File: src/rtl/ram_refresh_ctl_pkg.sv
// Shared types and default timing for the RAM refresh responder.
// Contents: FSM state enum, default TCSR/TRAS/TRP, counter load helper.
package ref_pkg;

    typedef enum logic [2:0] {
        IDLE,
        LOCK,
        CAS,
        RAS,
        PRE
    } state_t;

    localparam int TCSR_DEF = 1;
    localparam int TRAS_DEF = 4;
    localparam int TRP_DEF  = 3;

    // Phase counters count down to zero, so a phase of N cycles loads N-1.
    function automatic logic [2:0] cnt_load(input int cycles);
        return 3'(cycles - 1);
    endfunction

endpackage

File: src/rtl/ram_refresh_ctl_if.sv
// Bus bundle between the refresh responder and the RAM controller side.
// slave: the responder (takes requests/bus state, drives strobes/status).
// master: the surrounding logic (drives requests/bus state).
interface ram_refresh_ctl_if;

    logic RefReq;
    logic RefUrgent;
    logic BACT;
    logic RAMIdle;
    logic RAMLock;
    logic nRASref;
    logic nCASref;
    logic RefDone;
    logic RefMiss;

    modport slave (
        input  RefReq, RefUrgent, BACT, RAMIdle,
        output RAMLock, nRASref, nCASref, RefDone, RefMiss
    );

    modport master (
        output RefReq, RefUrgent, BACT, RAMIdle,
        input  RAMLock, nRASref, nCASref, RefDone, RefMiss
    );

endinterface

File: src/rtl/ram_refresh_ctl_sync2.sv
// Two-flop synchronizer bringing an asynchronous level into the clk domain.
// Ports: clk, rst (sync, active-high), d (async in), q (synchronized out).
module sync2 (
    input  logic clk,
    input  logic rst,
    input  logic d,
    output logic q
);

    logic s1;

    always_ff @(posedge clk) begin
        if (rst) begin
            s1 <= 1'b0;
            q  <= 1'b0;
        end else begin
            s1 <= d;
            q  <= s1;
        end
    end

endmodule

File: src/rtl/ram_refresh_ctl.sv
// CAS-before-RAS refresh responder: one refresh per RefReq rising edge.
// Ports: FCLK, RES (sync active-high), bus (requests in, strobes/lock out).
module ram_refresh_ctl
    import ref_pkg::*;
#(
    parameter int TCSR = TCSR_DEF,
    parameter int TRAS = TRAS_DEF,
    parameter int TRP  = TRP_DEF
) (
    input  logic             FCLK,
    input  logic             RES,
    ram_refresh_ctl_if.slave bus
);

    state_t     state, state_n;
    logic [2:0] cnt, cnt_n;
    logic       req_s, urg_s, prev;
    logic       pending;
    logic       req_rise, enter_cas, done;

    sync2 u_sync_req (
        .clk (FCLK),
        .rst (RES),
        .d   (bus.RefReq),
        .q   (req_s)
    );

    sync2 u_sync_urg (
        .clk (FCLK),
        .rst (RES),
        .d   (bus.RefUrgent),
        .q   (urg_s)
    );

    assign req_rise  = req_s & ~prev;
    assign enter_cas = (state == LOCK) & bus.RAMIdle;
    assign done      = (state == PRE) & (cnt == 3'd0);

    always_comb begin
        state_n = state;
        cnt_n   = (cnt == 3'd0) ? cnt : cnt - 3'd1;
        unique case (state)
            IDLE: begin
                if (pending && ((!bus.BACT && bus.RAMIdle) || urg_s))
                    state_n = LOCK;
            end
            LOCK: begin
                if (bus.RAMIdle) begin
                    state_n = CAS;
                    cnt_n   = cnt_load(TCSR);
                end
            end
            CAS: begin
                if (cnt == 3'd0) begin
                    state_n = RAS;
                    cnt_n   = cnt_load(TRAS);
                end
            end
            RAS: begin
                if (cnt == 3'd0) begin
                    state_n = PRE;
                    cnt_n   = cnt_load(TRP);
                end
            end
            PRE: begin
                if (cnt == 3'd0)
                    state_n = IDLE;
            end
            default: state_n = IDLE;
        endcase
    end

    always_ff @(posedge FCLK) begin
        if (RES) begin
            state       <= IDLE;
            cnt         <= 3'd0;
            prev        <= 1'b0;
            pending     <= 1'b0;
            bus.RefMiss <= 1'b0;
            bus.RAMLock <= 1'b0;
            bus.nRASref <= 1'b1;
            bus.nCASref <= 1'b1;
            bus.RefDone <= 1'b0;
        end else begin
            state <= state_n;
            cnt   <= cnt_n;
            prev  <= req_s;
            // A request arriving as CAS starts is queued, not lost.
            if (enter_cas)
                pending <= req_rise;
            else if (req_rise)
                pending <= 1'b1;
            if (req_rise && pending && !enter_cas)
                bus.RefMiss <= 1'b1;
            // Strobes are decoded from the next state so they leave a flop.
            bus.RAMLock <= (state_n != IDLE);
            bus.nCASref <= !((state_n == CAS) || (state_n == RAS));
            bus.nRASref <= (state_n != RAS);
            bus.RefDone <= done;
        end
    end

endmodule

File: src/flat_wrapper.sv
// flat-port wrapper written by rule: the top's interface ports become plain ports
module ram_refresh_ctl_flat import ref_pkg::*;
#(
    parameter int TCSR = TCSR_DEF,
    parameter int TRAS = TRAS_DEF,
    parameter int TRP  = TRP_DEF
)
  (FCLK, RES, bus_RefReq, bus_RefUrgent, bus_BACT, bus_RAMIdle, bus_RAMLock, bus_nRASref, bus_nCASref, bus_RefDone, bus_RefMiss);
  ram_refresh_ctl_if bus_i ();
  input  logic FCLK;
  input  logic RES;
  input wire logic [$bits(bus_i.RefReq)-1:0] bus_RefReq;
  input wire logic [$bits(bus_i.RefUrgent)-1:0] bus_RefUrgent;
  input wire logic [$bits(bus_i.BACT)-1:0] bus_BACT;
  input wire logic [$bits(bus_i.RAMIdle)-1:0] bus_RAMIdle;
  output wire logic [$bits(bus_i.RAMLock)-1:0] bus_RAMLock;
  output wire logic [$bits(bus_i.nRASref)-1:0] bus_nRASref;
  output wire logic [$bits(bus_i.nCASref)-1:0] bus_nCASref;
  output wire logic [$bits(bus_i.RefDone)-1:0] bus_RefDone;
  output wire logic [$bits(bus_i.RefMiss)-1:0] bus_RefMiss;
  assign bus_i.RefReq = bus_RefReq;
  assign bus_i.RefUrgent = bus_RefUrgent;
  assign bus_i.BACT = bus_BACT;
  assign bus_i.RAMIdle = bus_RAMIdle;
  assign bus_RAMLock = bus_i.RAMLock;
  assign bus_nRASref = bus_i.nRASref;
  assign bus_nCASref = bus_i.nCASref;
  assign bus_RefDone = bus_i.RefDone;
  assign bus_RefMiss = bus_i.RefMiss;
  ram_refresh_ctl #(.TCSR(TCSR), .TRAS(TRAS), .TRP(TRP)) u_core (.FCLK(FCLK), .RES(RES), .bus(bus_i));
endmodule
File: config.mk
export PLATFORM = sky130hd
export DESIGN_NAME = ram_refresh_ctl_flat
export DESIGN_NICKNAME = d
export VERILOG_FILES = /design/src/rtl/ram_refresh_ctl_pkg.sv /design/src/rtl/ram_refresh_ctl_if.sv /design/src/rtl/ram_refresh_ctl_sync2.sv /design/src/rtl/ram_refresh_ctl.sv /design/src/flat_wrapper.sv
export SDC_FILE = /design/constraint.sdc
export NUM_CORES = 1
export LEC_CHECK = 0
export ABC_CLOCK_PERIOD_IN_PS = 1400
export CORE_ASPECT_RATIO = 1.2
export CORE_MARGIN = 1.5
export CORE_UTILIZATION = 35
export CTS_CLUSTER_SIZE = 40
export DETAILED_ROUTE_END_ITERATION = 6
export GPL_TIMING_DRIVEN = 0
export HOLD_SLACK_MARGIN = 0.1
export PLACE_DENSITY = 0.59
export SLEW_MARGIN = 20
export SYNTH_ARGS = -nofsm -noshare
export SYNTH_HDL_FRONTEND = slang
export SYNTH_SLANG_ARGS = --single-unit
export TNS_END_PERCENT = 50
File: constraint.sdc
create_clock -name FCLK -period 1.4 [get_ports FCLK]
set_input_delay 0.28 -clock FCLK [delete_from_list [all_inputs] [get_ports FCLK]]
set_output_delay 0.28 -clock FCLK [all_outputs]
set_load 0.005 [all_outputs]
==> key figures <==
Status
  – Status: finished, violations left
  – Failing checks: setup timing

Yosys
  – Seq/Total Area, Yosys: ~44%
  – Synth Net Count: 84
  – Gate Count Post-Synth: between 70 and 80
  – Post-synth cell types: 31
  – Share of synthesized registers carrying an async set or reset: 0%
  – Post-synth EDFFs: 0
  – YS warnings: 0
  – #FFs+latches synth: 17
  – Syn avg cell area: 10.5 µm²
  – Synthesized area: a little under 800 µm²
  – Main flop type after synthesis: dfxtp_1

Worst setup path
  – R2r setup slk: -0.05 ns
  – Critical path fanouts, max: 5
  – CP Data Required Time: 1.57 ns
  – Worst Setup Start Kind: flop
  – CP Capture Point: u_core.bus.RAMLock
  – R2r endpoint: u_core.bus.RAMLock
  – Reg2reg start: u_core.cnt[0]
  – CP Launch Point: u_core.cnt[0]
  – Crit path kind: flop to flop
  – CP Capture Type: flop
  – Critical path arrival: 1.63 ns
  – Reg2Reg Depth: 7

Global route
  – Vias in the first global route: 550
  – Largest net degree at the start of global routing: 11
  – First-pass GRT wire length: 2240 µm
  – Total gr overflow: 0
  – All-Layer GR Usage: 12.7%
  – Initial antenna violation count: 0

Timing
  – Fin. max-slew vios: 0
  – Clock skew: 0.00341 ns
  – Worst relative slew slack: 65.2%
  – Worst-Margin Slew: 0.523 ns
  – Min Hold Slack: around 0.45 ns
  – Final WS setup: -0.0534 ns
  – RSZ-0062 raised after global routing: yes
  – Max frequency: 688 MHz
  – Period utilization: 104%
  – Setup TNS: -0.158 ns
  – Final Hold Viols: 0
  – Final worst path period need: 1.45 ns
  – Final setup fails: 4

Clock tree
  – Clock latency on the worst-skew pair: 0.29 ns
  – H-tree depth: 1
  – Hold Buf Count CTS: 0
  – TritonCTS clock tree: done
  – Sink Count: 17
  – Clock slew at reported path FFs: 0.10 ns
  – Clock Tree Buf Depth: 2
  – CTS Buf Count: 3
  – Clk root buf: clkbuf_4

Routing
  – Drt initial violations: 1
  – DR pass1 iterations: 2
  – DRT Wirelength: 1440 µm
  – Antenna Nets Post-Route: 0
  – Residual DRC: 0
  – Avg WL per Cell: 11.4 µm
  – Via-to-Cell Ratio: 4.57
  – Vias post-DR: 576

Die
  – Die Y: 54.6 µm
  – Die span in x: 46.0 µm
  – Die area: about 0.0025 mm²
  – Core area: between 0.002 and 0.0025 mm²
  – # rows: 18
  – Initial core utilization: 37.4%
  – Number of I/O pins: 11

Hold path
  – Hold Path Depth: 1
  – Hold WC Path Type: flop to flop

Layout
  – Biggest regs: u_core.cnt x3, u_core.state x3
  – NumNets Final: 107
  – Most common cell after layout, fill and taps aside: dfxtp_1
  – Layout cells sized above 1: 35.4%
  – Most frequent cells in the layout: dfxtp_1 (14), buf_4 (8), nor2b_1 (6), clkdlybuf4s50_1 (5)
  – Inserted Diodes: 0
  – Area delta synth->final: 37.1%

Placed design
  – Port Buffers: 10
  – Placer Congestion: between 0.6 and 0.7
  – DP Wirelength: 934 µm

Pwr
  – Peak supply drop: 0.000770 V
  – Pwr dens: 1490 mW/mm²
  – Leak: 0.000449 µW

Run
  – Total of max-cap violations: 0
[report_power, final]
part / total [µW] / switching, µW / internal (µW)
logic: 761 / 327 / 434
clock network: 261 / 150 / 111
registers: 566 / 31.3 / 535
total: 1590 / 508 / 1080
[layout make-up]
cell class | count | area (µm²)
Tap cell | 30 | 37.5
Timing Repair Buffer | 18 | 173
Multi-Input combinational cell | 48 | 433
Sequential cell | 17 | 344
Buffer | 3 | 22.5
Clock buffer | 4 | 26.3
Fill cell | 195 | 1010
Inverter | 6 | 27.5
[worst max-delay path, cell delays in order (launching register included)]
cell	delay [ns]
dfxtp_2	0.34
inv_2	0.07
ha_4	0.13
nor2b_4	0.17
clkinv_4	0.09
xnor2_2	0.15
a221oi_4	0.29
o311ai_2	0.10
[stage by stage]
stage	std cells	util, %	worst slack [ns]	total power [µW]	instance area [µm²]
3_5_place_dp	114	44.7	-0.268	1040	926
5_1_grt	126	51.3	-0.142	1710	1060
2_1_floorplan	74	-	-0.0517	941	788
3_3_place_gp	114	44.7	-0.261	1020	926
4_1_cts	124	48.2	-0.101	1460	998
6_report	126	51.3	-0.0534	1590	1060
[Yosys cell counts (2+ instances only)]
| library cell | number | area share (%) |
|---|---|---|
| a21o_1 | 2 | 1.9 |
| nor2b_1 | 6 | 4.8 |
| ha_1 | 4 | 6.5 |
| a21oi_1 | 5 | 3.2 |
| nand2b_1 | 2 | 1.6 |
| inv_1 | 4 | 1.9 |
| nor3_1 | 4 | 2.6 |
| nor2_1 | 4 | 1.9 |
| nand2_1 | 4 | 1.9 |
| nand3_1 | 2 | 1.3 |
| dfxtp_1 | 17 | 44 |
[per-layer routing]
layer / up-vias / wire length, µm / track usage (%)
met1: 271 / 653 / 15.3
li1: 293 / - / -
met4: 0 / 32 / 8.57
met5: - / 0 / 0
met2: 8 / 720 / 21.3
met3: 4 / 30 / 0.990
[cell families (layout without fill, tap and decap cells)]
| logic type | Yosys count | in the layout | share of synthesized area (%) |
|---|---|---|---|
| simple gates | 28 | 28 | 25.8 |
| mux | 1 | 1 | 1.29 |
| flops | 17 | 17 | 43.9 |
| xor+xnor | 1 | 1 | 2.10 |
| compound gates | 14 | 14 | 14.0 |
| buf+inv | 9 | 31 | 6.45 |
| fa+ha+maj | 4 | 4 | 6.45 |
[worst min path at each step]
stage                         startpoint                   to
detailed placement  u_core.u_sync_req.s1  u_core.u_sync_req.q
finish              u_core.u_sync_req.s1  u_core.u_sync_req.q
global placement    u_core.u_sync_req.s1  u_core.u_sync_req.q
CTS                 u_core.u_sync_req.s1  u_core.u_sync_req.q
floorplan                            RES          u_core.prev
global route        u_core.u_sync_urg.s1  u_core.u_sync_urg.q
[timing repair]
item                                    in CTS  in global routing
setup buffers                                6                  2
resized for setup                            3                 13
endpoints found under the setup margin       5                 10
pin swaps                                    2                  5
cloned                                       0                  0
(Power assumes the default switching activity.)
